==> config.mk <==
export PLATFORM = sky130hd
export DESIGN_NAME = debug_unit_ctrl
export DESIGN_NICKNAME = d
export VERILOG_FILES = /design/src/rtl/debug_unit_ctrl.sv
export SDC_FILE = /design/constraint.sdc
export NUM_CORES = 1
export LEC_CHECK = 0
export ABC_CLOCK_PERIOD_IN_PS = 2250
export BUFFER_PORTS_ARGS = -buffer_cell sky130_fd_sc_hd__clkbuf_2
export CAP_MARGIN = 20
export CORE_ASPECT_RATIO = 1.4
export CORE_MARGIN = 5
export CORE_UTILIZATION = 45
export CTS_CLUSTER_DIAMETER = 50
export CTS_CLUSTER_SIZE = 14
export DETAILED_ROUTE_END_ITERATION = 6
export PLACE_DENSITY_LB_ADDON = 0.2
export SLEW_MARGIN = 20
export SYNTH_ARGS = -nofsm -noshare
export SYNTH_HDL_FRONTEND = slang
export SYNTH_SLANG_ARGS = --single-unit
==> constraint.sdc <==
create_clock -name i_clk -period 2.25 [get_ports i_clk]
set_input_delay 0.3375 -clock i_clk [delete_from_list [all_inputs] [get_ports i_clk]]
set_output_delay 0.3375 -clock i_clk [all_outputs]
set_load 0.02 [all_outputs]
==> src/rtl/debug_unit_ctrl.sv <==
// Host-side debug controller: decodes UART commands, loads instruction
// memory, steps or free-runs the pipeline, and dumps registers and data
// memory back over the UART transmitter.
module debug_unit_ctrl #(
    parameter int unsigned NB_REG      = 32,
    parameter int unsigned NB_BYTE     = 8,
    parameter int unsigned NB_ADDR     = 5,
    parameter int unsigned N_REGS      = 32,
    parameter int unsigned N_MEM_WORDS = 16,
    parameter int unsigned MAX_RUN     = 1024
) (
    input  logic               i_clk,
    input  logic               i_reset,
    input  logic [NB_BYTE-1:0] i_rx_data,
    input  logic               i_rx_valid,
    output logic [NB_BYTE-1:0] o_tx_data,
    output logic               o_tx_valid,
    input  logic               i_tx_ready,
    input  logic               i_halt,
    output logic               o_dunit_clk_en,
    output logic               o_dunit_reset_pc,
    output logic               o_dunit_w_mem,
    output logic [NB_REG-1:0]  o_dunit_addr,
    output logic [NB_REG-1:0]  o_dunit_data_if,
    input  logic [NB_REG-1:0]  i_dunit_reg,
    input  logic [NB_REG-1:0]  i_dunit_mem_data
);

    localparam logic [NB_BYTE-1:0] CmdLoad = NB_BYTE'(8'h4C);
    localparam logic [NB_BYTE-1:0] CmdStep = NB_BYTE'(8'h53);
    localparam logic [NB_BYTE-1:0] CmdRun  = NB_BYTE'(8'h43);
    localparam logic [NB_BYTE-1:0] CmdRpc  = NB_BYTE'(8'h52);
    localparam logic [NB_BYTE-1:0] AckByte = NB_BYTE'(8'h06);

    localparam int unsigned RunW  = $clog2(MAX_RUN + 1);
    localparam int unsigned DumpN = N_REGS + N_MEM_WORDS;
    localparam int unsigned DumpW = (DumpN > 1) ? $clog2(DumpN) : 1;
    localparam int unsigned BufW  = NB_REG - NB_BYTE;

    localparam logic [RunW-1:0]  RunMax   = RunW'(MAX_RUN);
    localparam logic [DumpW-1:0] DumpLast = DumpW'(DumpN - 1);
    localparam logic [DumpW-1:0] RegCount = DumpW'(N_REGS);

    typedef enum logic [3:0] {
        StIdle,
        StLoadCnt,
        StLoadByte,
        StRun,
        StStep,
        StRpc,
        StDumpSet,
        StDumpWait,
        StDumpTx,
        StAck
    } state_e;

    state_e              state_q, state_d;
    logic [NB_BYTE-1:0]  cnt_q, cnt_d;          // words to load
    logic [NB_BYTE-1:0]  idx_q, idx_d;          // word being loaded
    logic [1:0]          byte_q, byte_d;        // byte within the current word
    logic [BufW-1:0]     buf_q, buf_d;          // first three bytes of a load word
    logic                w_mem_q, w_mem_d;
    logic [NB_REG-1:0]   data_if_q, data_if_d;
    logic [NB_REG-1:0]   load_addr_q, load_addr_d;
    logic [RunW-1:0]     run_q, run_d;
    logic [DumpW-1:0]    dump_q, dump_d;        // dump word index, registers first
    logic [NB_REG-1:0]   shift_q, shift_d;      // word being serialised, MSB out

    logic [NB_REG-1:0]   load_word;
    logic                dump_is_reg;
    logic [NB_REG-1:0]   dump_addr;

    assign load_word   = {buf_q, i_rx_data};
    assign dump_is_reg = (dump_q < RegCount);

    // Address presented during a dump: register index, then data word index.
    always_comb begin
        dump_addr = '0;
        if (dump_is_reg) begin
            dump_addr = NB_REG'(NB_ADDR'(dump_q));
        end else begin
            dump_addr = NB_REG'(dump_q - RegCount);
        end
    end

    // State and datapath registers.
    always_ff @(posedge i_clk) begin
        if (i_reset) begin
            state_q     <= StIdle;
            cnt_q       <= '0;
            idx_q       <= '0;
            byte_q      <= '0;
            buf_q       <= '0;
            w_mem_q     <= 1'b0;
            data_if_q   <= '0;
            load_addr_q <= '0;
            run_q       <= '0;
            dump_q      <= '0;
            shift_q     <= '0;
        end else begin
            state_q     <= state_d;
            cnt_q       <= cnt_d;
            idx_q       <= idx_d;
            byte_q      <= byte_d;
            buf_q       <= buf_d;
            w_mem_q     <= w_mem_d;
            data_if_q   <= data_if_d;
            load_addr_q <= load_addr_d;
            run_q       <= run_d;
            dump_q      <= dump_d;
            shift_q     <= shift_d;
        end
    end

    // Next-state logic for the command FSM and its counters.
    always_comb begin
        state_d     = state_q;
        cnt_d       = cnt_q;
        idx_d       = idx_q;
        byte_d      = byte_q;
        buf_d       = buf_q;
        w_mem_d     = 1'b0;
        data_if_d   = data_if_q;
        load_addr_d = load_addr_q;
        run_d       = run_q;
        dump_d      = dump_q;
        shift_d     = shift_q;

        unique case (state_q)
            StIdle: begin
                if (i_rx_valid) begin
                    case (i_rx_data)
                        CmdLoad: state_d = StLoadCnt;
                        CmdStep: state_d = StStep;
                        CmdRun: begin
                            state_d = StRun;
                            run_d   = '0;
                        end
                        CmdRpc:  state_d = StRpc;
                        default: state_d = StIdle;
                    endcase
                end
            end
            StLoadCnt: begin
                if (i_rx_valid) begin
                    cnt_d   = i_rx_data;
                    idx_d   = '0;
                    byte_d  = '0;
                    state_d = (i_rx_data == '0) ? StAck : StLoadByte;
                end
            end
            StLoadByte: begin
                if (i_rx_valid) begin
                    buf_d  = load_word[BufW-1:0];
                    byte_d = byte_q + 2'd1;
                    if (byte_q == 2'd3) begin
                        // Word complete: one-cycle registered write strobe.
                        w_mem_d     = 1'b1;
                        data_if_d   = load_word;
                        load_addr_d = NB_REG'({idx_q, 2'b00});
                        idx_d       = idx_q + NB_BYTE'(1);
                        if (idx_q == cnt_q - NB_BYTE'(1)) begin
                            state_d = StAck;
                        end
                    end
                end
            end
            StRun: begin
                if (i_halt || (run_q >= RunMax)) begin
                    state_d = StDumpSet;
                    dump_d  = '0;
                end else begin
                    run_d = run_q + RunW'(1);
                end
            end
            StStep: begin
                state_d = StDumpSet;
                dump_d  = '0;
            end
            StRpc: begin
                state_d = StAck;
            end
            StDumpSet: begin
                state_d = StDumpWait;
            end
            StDumpWait: begin
                // Memory read data is valid one cycle after the address.
                shift_d = dump_is_reg ? i_dunit_reg : i_dunit_mem_data;
                byte_d  = '0;
                state_d = StDumpTx;
            end
            StDumpTx: begin
                if (i_tx_ready) begin
                    shift_d = shift_q << NB_BYTE;
                    byte_d  = byte_q + 2'd1;
                    if (byte_q == 2'd3) begin
                        if (dump_q == DumpLast) begin
                            state_d = StIdle;
                        end else begin
                            dump_d  = dump_q + DumpW'(1);
                            state_d = StDumpSet;
                        end
                    end
                end
            end
            StAck: begin
                if (i_tx_ready) begin
                    state_d = StIdle;
                end
            end
            default: state_d = StIdle;
        endcase
    end

    // Pipeline debug-port and transmitter outputs decoded from state.
    always_comb begin
        o_dunit_clk_en   = (state_q == StStep) ||
                           ((state_q == StRun) && !i_halt && (run_q < RunMax));
        // The final write strobe lands in ACK; keep the PC held for it too.
        o_dunit_reset_pc = (state_q == StLoadCnt) || (state_q == StLoadByte) ||
                           (state_q == StRpc) || w_mem_q;
        o_dunit_w_mem    = w_mem_q;
        o_dunit_data_if  = data_if_q;
        o_dunit_addr     = ((state_q == StDumpSet) || (state_q == StDumpWait)) ?
                           dump_addr : load_addr_q;
        o_tx_valid       = (state_q == StAck) || (state_q == StDumpTx);
        o_tx_data        = '0;
        if (state_q == StAck) begin
            o_tx_data = AckByte;
        end else if (state_q == StDumpTx) begin
            o_tx_data = shift_q[NB_REG-1 -: NB_BYTE];
        end
    end

endmodule

==> results summary, run 1 <==
The run finished with clean final reports. After synthesis, the mean cell area works out to 8.05 µm². The placed instances occupy a cell area of 7380 µm².

Of all flip-flops after synthesis, the portion carrying an async set or reset was 0%. Entering global routing, the biggest net connects 42 pins. The sequential fraction of the synthesis area came out at 41.6%. The initial antenna violation count came to 0.

The clock passes through at most 2 buffers. The worst clock skew came out at 8.63 ps. The final layout contains routed wiring with a total length of 16,300 µm. The endpoint of the worst hold path is buf_q[5]. The estimated wirelength of the detail-placed design is 11,900 µm. The arrival time of data at the critical path endpoint came out at 1830 ps. In the global route stage, overall resource usage came out at 18.9%. The overall die width is 112 µm.

The total of endpoints with negative setup slack in the final report is 0. The startpoint of the most critical hold path is i_rx_data[5]. The design area came out at 8030 µm². Combinational logic is responsible for 21.5% of the overall power. The instance count along the most critical hold path came out at 3. The count of antenna diodes in the layout is 0.

In this run the critical register-to-register path is captured at state_q[0]. The share of the clock period used by the worst path came out at 96.1%. The largest fanout on the critical path is 12. Internal power comes to 4.69 mW. The post-detailed-route count of antenna-violating nets is 0. The worst setup path is launched from a flop. The setup check on the worst reg-to-reg path leaves a slack of 140 ps. The max-slew violation count came out at 0. The clock net in this run drives a total of 136 sinks. The die height is 153 µm. Compared with the post-synthesis result, the final layout area differs by 22.6%. The kind of capture point of the worst setup path is an output port. The relative slew slack is 59.9%.

The final route contains 5,896 vias. The minimum period implied by the final worst setup slack is 2160 ps. The count of flip-flops with a built-in enable after synthesis is 0. The last weighted congestion value of the routability-driven placer is 0.884. The via count of the first global-routing pass came out at 5,655.

The clock root buffer is clkbuf_16. The power density over cell area is 859 nW/µm². The first detailed-routing pass ran for 4 iterations. Once the floorplan was initialized, standard cells occupied 45.5% of the core. Hold is met by 209 ps. The area of the core is 14,400 µm². The number of cells on the worst reg-to-reg path came out at 9.

The peak supply drop came out at 450 µV. The global-route congestion overflow total came out at 0. In this run the power spent charging and discharging nets is 2.20 mW. For this run, the number of Yosys warnings is 0. The average routed wire per standard cell is 14.3 µm.

TritonCTS built the clock tree. The post-route netlist has 25.1% of its cells at a drive strength greater than 1. The initialized floorplan defines 52 standard-cell rows. The insertion delay to the later sink of the worst-skew pair is 420 ps. Setup repair after global routing could not meet its margin everywhere. Adding up every negative setup slack in the final design gives 0 ps. The H-tree depth came out at 4. The final count of hold timing violations came out at 0. For this run, design rule violations remaining after detail routing come to 0.

The tightest min-delay check is of the in2reg type. The total of flip-flops plus latches after synthesis is 136. The average vias per placed instance is 5.15. The number of nets in the final layout is 1,025. The setup path with the least slack is of type reg2out.

The worst reg2reg path startpoint is cnt_q[1]. The combined area of all synthesized cells came out at 6550 µm². The highest clock frequency the design can meet is 462 MHz. Data on the critical path is required at its endpoint by 1910 ps. The number of DRC markers in iteration 0 is 324.

The dominant register cell in the synthesized netlist is dfxtp_1. The clock network burns 40.7% of the power. The number of clock buffers added by TritonCTS is 17. 153 I/O pins were placed.

The area of the die is 17,100 µm². The synthesized netlist cell count came out at 814. The static leakage is 3.27 nW. The first-pass GRT wire length came out at 26,900 µm.

The count of port buffers added during placement came out at 130. The worst-margin pin slew came out at 594 ps. Per report_power, the sequential group accounts for 37.8% of the total. The number of unique standard cell types used by synthesis came out at 62. The max-cap check violation count came out at 0. Net switching is 32.0% of the power. After clock tree synthesis, the clock-pin slew on the worst setup and hold paths is 60 ps.
-- worst max path at each step --
stage            startpoint                to  slack (ps)  cells past startpoint
2_1_floorplan      cnt_q[0]        state_q[0]         250                      9
3_3_place_gp   i_rx_data[2]         run_q[10]          20                      7
3_5_place_dp   i_rx_data[2]          run_q[2]          -3                      7
4_1_cts          state_q[1]   o_dunit_addr[4]          20                      5
5_1_grt            cnt_q[0]        state_q[0]         -50                      9
6_report         state_q[0]  o_dunit_reset_pc          90                      7
-- synth_stat cells, types with 2 or more instances --
library cell    n  area [µm²]
mux2i_1        28         280
ha_1            5        62.6
a41oi_1         2        17.5
nand4_1         7        43.8
a21oi_1       103         515
clkbuf_1       35         131
and3_1         15        93.8
nor3_2          2        20.0
xor2_1         19         166
buf_6           5        56.3
nor4_2          2        25.0
nand3b_1        3        22.5
a31oi_1         5        31.3
or2_2           2        12.5
nor2_2          2        12.5
nor2b_1         6        37.5
o21bai_1        2        15.0
inv_1           7        26.3
and2_1          8        50.1
a211oi_1       27         203
o21ai_0         5        25.0
nand2b_1        3        18.8
mux2_2         12         135
nor2_1         92         345
nor3_1         11        55.1
xnor2_1        12         105
nand3_1        17        85.1
nand2_1       160         601
a22oi_1         9        67.6
nor3b_1         2        15.0
buf_2          15        75.1
o21a_1          2        15.0
dfxtp_1       136        2720
buf_4          25         188
-- flip-flops by register name (all words and copies together) (netlist names) --
name             cells
o_dunit_data_if     32
shift_q             32
buf_q               24
run_q               11
cnt_q                8
idx_q                8
load_addr_q          8
dump_q               6
state_q              4
byte_q               2
o_dunit_w_mem        1
-- cell usage in the layout, fill, tap and decap left out, types with 15 or more instances in the layout --
cell type	Yosys	final
nand2_1	160	159
dfxtp_1	136	133
clkbuf_2	1	129
a21oi_1	103	100
nor2_1	92	92
buf_4	25	40
mux2i_1	28	28
a211oi_1	27	25
conb_1	1	22
xor2_1	19	19
nand3_1	17	17
clkbuf_16	0	17
and3_1	15	15
-- metal layers --
metal	track usage, %	wire [µm]
met5	0	0
met4	6.59	304
met3	4.81	1050
met2	33.8	8300
met1	21.7	6680
-- kinds of logic after synthesis --
logic type | share of synthesized area (%)
XOR/XNOR | 4.15
AND/OR/NAND/NOR | 23.4
multiplexers | 6.34
AO/OA/AOI/OAI | 16.1
buffers and inverters | 7.41
flip-flops | 41.6
other | 0.0573
adder cells (fa/ha/maj) | 0.955
-- repair_timing --
item,4_1_cts,5_1_grt
hold buffers,0,0
resized for setup,4,7
pin swaps,0,2
setup endpoints to repair,4,18
setup buffers,0,1
-- area by class of cell --
type	instances	area, µm²
Clock buffer	17	425
Clock inverter	15	178
Fill cell	1431	6350
Inverter	7	26.3
Multi-Input combinational cell	610	3460
Sequential cell	136	2730
Tap cell	189	236
Timing Repair Buffer	171	977
-- per-stage QoR --
step                      total power [mW]  worst slack (ps)  cells  utilization, %
after floorplan                       3.68               253    835               -
after CTS                             6.91              17.9   1144            55.6
after detailed placement              4.08             -3.43   1112            51.3
final                                 6.89              86.9   1145            55.8
after global placement                4.07              21.4   1112            51.3
after global routing                  7.25             -54.0   1145            55.8
-- power groups by stage --
stage / logic (mW) / clock network, mW / registers, mW
finish: 1.48 / 2.81 / 2.60
global placement: 1.42 / 0 / 2.65
CTS: 1.45 / 2.87 / 2.60
detailed placement: 1.43 / 0 / 2.65
global route: 1.65 / 2.99 / 2.61
floorplan: 1.06 / 0 / 2.62
-- critical path, stage by stage (launching register included) --
cell,delay (ps)
dfxtp_2,410
buf_6,180
nor2_1,70
buf_4,140
nand2_1,100
a21oi_2,80
or2_2,270
clkbuf_2,150
No activity file was read; power rests on OpenSTA's default activity.
==> inputs of run 2 (changes only) <==
--- a/config.mk
+++ b/config.mk
@@ -5,12 +5,13 @@
 export SDC_FILE = /design/constraint.sdc
 export NUM_CORES = 1
 export LEC_CHECK = 0
-export ABC_CLOCK_PERIOD_IN_PS = 2250
+export ABC_CLOCK_PERIOD_IN_PS = 2800
 export BUFFER_PORTS_ARGS = -buffer_cell sky130_fd_sc_hd__clkbuf_2
 export CAP_MARGIN = 20
 export CORE_ASPECT_RATIO = 1.4
 export CORE_MARGIN = 5
 export CORE_UTILIZATION = 45
+export CTS_BUF_LIST = sky130_fd_sc_hd__clkbuf_8
 export CTS_CLUSTER_DIAMETER = 50
 export CTS_CLUSTER_SIZE = 14
 export DETAILED_ROUTE_END_ITERATION = 6
==> constraint.sdc (replaced) <==
create_clock -name i_clk -period 2.8 [get_ports i_clk]
set_input_delay 0.42 -clock i_clk [delete_from_list [all_inputs] [get_ports i_clk]]
set_output_delay 0.42 -clock i_clk [all_outputs]
set_load 0.02 [all_outputs]
==> run 2 against run 1 <==
Compared with the run above: die area unchanged; sequential power down 19%; critical path depth down 3; flip-flop and latch count unchanged; via count down 2.0%; total power down 29%; register-to-register slack better by 320 ps; setup slack better by 210 ps; largest power group is now sequential cells.
==> results summary, run 2 (synthesized netlist as in run 1, its figures left out) <==
The largest fanout on the critical path is 15. At the end of routability-driven placement, the weighted congestion stood at 0.860. The global-route track usage on met3 is 4.65%. Setup violations remaining at the end of the flow were counted as 0.

The overall global routing resource usage is 18.1%. The final standard cell count with taps included and fillers excluded came out at 1,123. The area of the die came out at 17,100 µm². The layer carrying the most global-route usage is met2. The worst clock skew came out at 12.3 ps. In this run, post-CTS hold repair placed 0 buffers.

The detailed router finished its first iteration with 297 violations. The die height came out at 153 µm. The initial antenna violation count is 0. The arrival time of data at the critical path endpoint is 2090 ps. The number of placed I/O pins is 153. The analysis attributes to cell leakage a power of 3.08 nW. Counting along the longest clock path gives a buffer depth of 2. The post-detailed-route count of antenna-violating nets came out at 0. The least setup slack across all paths after layout is 294 ps. The run finished with clean final reports. The setup fix buffers added after clock tree synthesis came out at 0.

The max-slew violation count came out at 0. The power density over cell area is 636 nW/µm². The via count of the first global-routing pass came out at 5,481.

The relative slew slack is 45.7%. The highest clock frequency the design can meet came out at 399 MHz. The count of port buffers added during placement is 130. The H-tree generated during clock tree synthesis spans 4 levels. In this run the worst hold path is classified as in2reg. The share of the clock period used by the worst path came out at 89.5%. The worst-margin pin slew is 812 ps. Setup repair after global routing left no endpoint under its margin. The average vias per placed instance is 5.15.

The classification of the worst setup path is reg2out. The cell total after placement is 1,091. The area growth from synthesis to layout is 16.7%.

The number of clock buffers added by TritonCTS is 17. The wire length reported by the detailed router is 15,800 µm. The clock transition time at the flip-flop clock pins of the worst setup and hold paths is 80 ps. Hold timing on the final database bottoms out at a slack of 262 ps. The estimated wirelength of the detail-placed design came out at 11,300 µm. The clock reaches the later pin of the worst-skew pair after 460 ps. The endpoint required time on the critical path came out at 2380 ps.

The met1 usage in global routing is 21.6%. The global-route congestion overflow total came out at 0. The minimum period implied by the final worst setup slack came out at 2510 ps.

The kind of capture point of the worst setup path is an output port. The number of gates resized after CTS was 0. The number of iterations in the first detailed-routing pass came out at 4. Max-cap violations in this run came to 0. Summed over all failing endpoints, the final setup total negative slack is 0 ps. The row count came out at 52.

The tree is rooted in a clkbuf_8. For this run, design rule violations remaining after detail routing come to 0. STA classifies the critical path startpoint as a flop. The share of layout cells above drive strength 1 is 22.4%. In this run the standard cell core region covers 14,400 µm². The count of antenna diodes in the layout came out at 0.

Once the floorplan was initialized, standard cells occupied 45.5% of the core. The overall die width is 112 µm. The final layout contains 1,003 nets. TritonCTS built the clock tree. The first-pass GRT wire length came out at 25,900 µm. The worst slack at placement came out at 373 ps. The commonest non-fill, non-tap cell in the layout is nand2_1. The top cell types in the final layout, fill and taps aside, are nand2_1 (160), dfxtp_1 (135), clkbuf_2 (129). The final count of hold timing violations is 0. The average routed wire per standard cell came out at 14.0 µm.

The maximum number of pins on one net before global-route repair came out at 57. The detailed-route via count is 5,778. The total chip power came out at 4.86 mW. CTS saw 136 sinks. The met2 track demand over resource came out at 31.5%.

The peak supply drop came out at 329 µV.
==> run 2: worst paths after layout <==
path                  start              end  slack [ps]  depth (start not counted)
max reg2reg        cnt_q[0]       state_q[0]         460                          8
min            i_rx_data[5]         buf_q[5]         260                          3
max              state_q[2]  o_dunit_addr[2]         290                          4
min reg2reg  load_addr_q[7]   load_addr_q[7]         450                          2
==> run 2: area by class of cell <==
class	count	area, µm²
Multi-Input combinational cell	610	3430
Sequential cell	136	2720
Inverter	7	26.3
Timing Repair Buffer	149	808
Clock buffer	17	234
Fill cell	1453	6740
Tap cell	189	236
Clock inverter	15	180
==> run 2: through the flow <==
step	utilization, %	instance area (µm²)
after floorplan	-	6630
final	53.1	7640
after CTS	53.1	7640
after detailed placement	50.3	7230
after global routing	53.1	7640
after global placement	50.3	7230
==> run 2: where the power goes <==
group          leakage [nW]  total [mW]  internal, mW  switching, mW
logic                  1.77        1.06         0.393          0.665
registers              1.10        2.11          2.02         0.0903
clock network         0.207        1.69         0.830          0.865
total                  3.08        4.86          3.24           1.62
==> run 2: worst max-delay path, cell delays in order (launching register included) <==
cell and delay [ps]:
dfxtp_1 690, buf_4 240, nand2_1 200, mux2_2 350, clkbuf_2 160
==> run 2: routing by layer <==
layer | wire (µm) | vias to the layer above | share of wire (%)
li1 | - | 2940 | -
met1 | 6610 | 2661 | 42
met2 | 7870 | 153 | 50
met3 | 1000 | 24 | 6.4
met4 | 276 | 0 | 1.8
met5 | 0 | - | 0
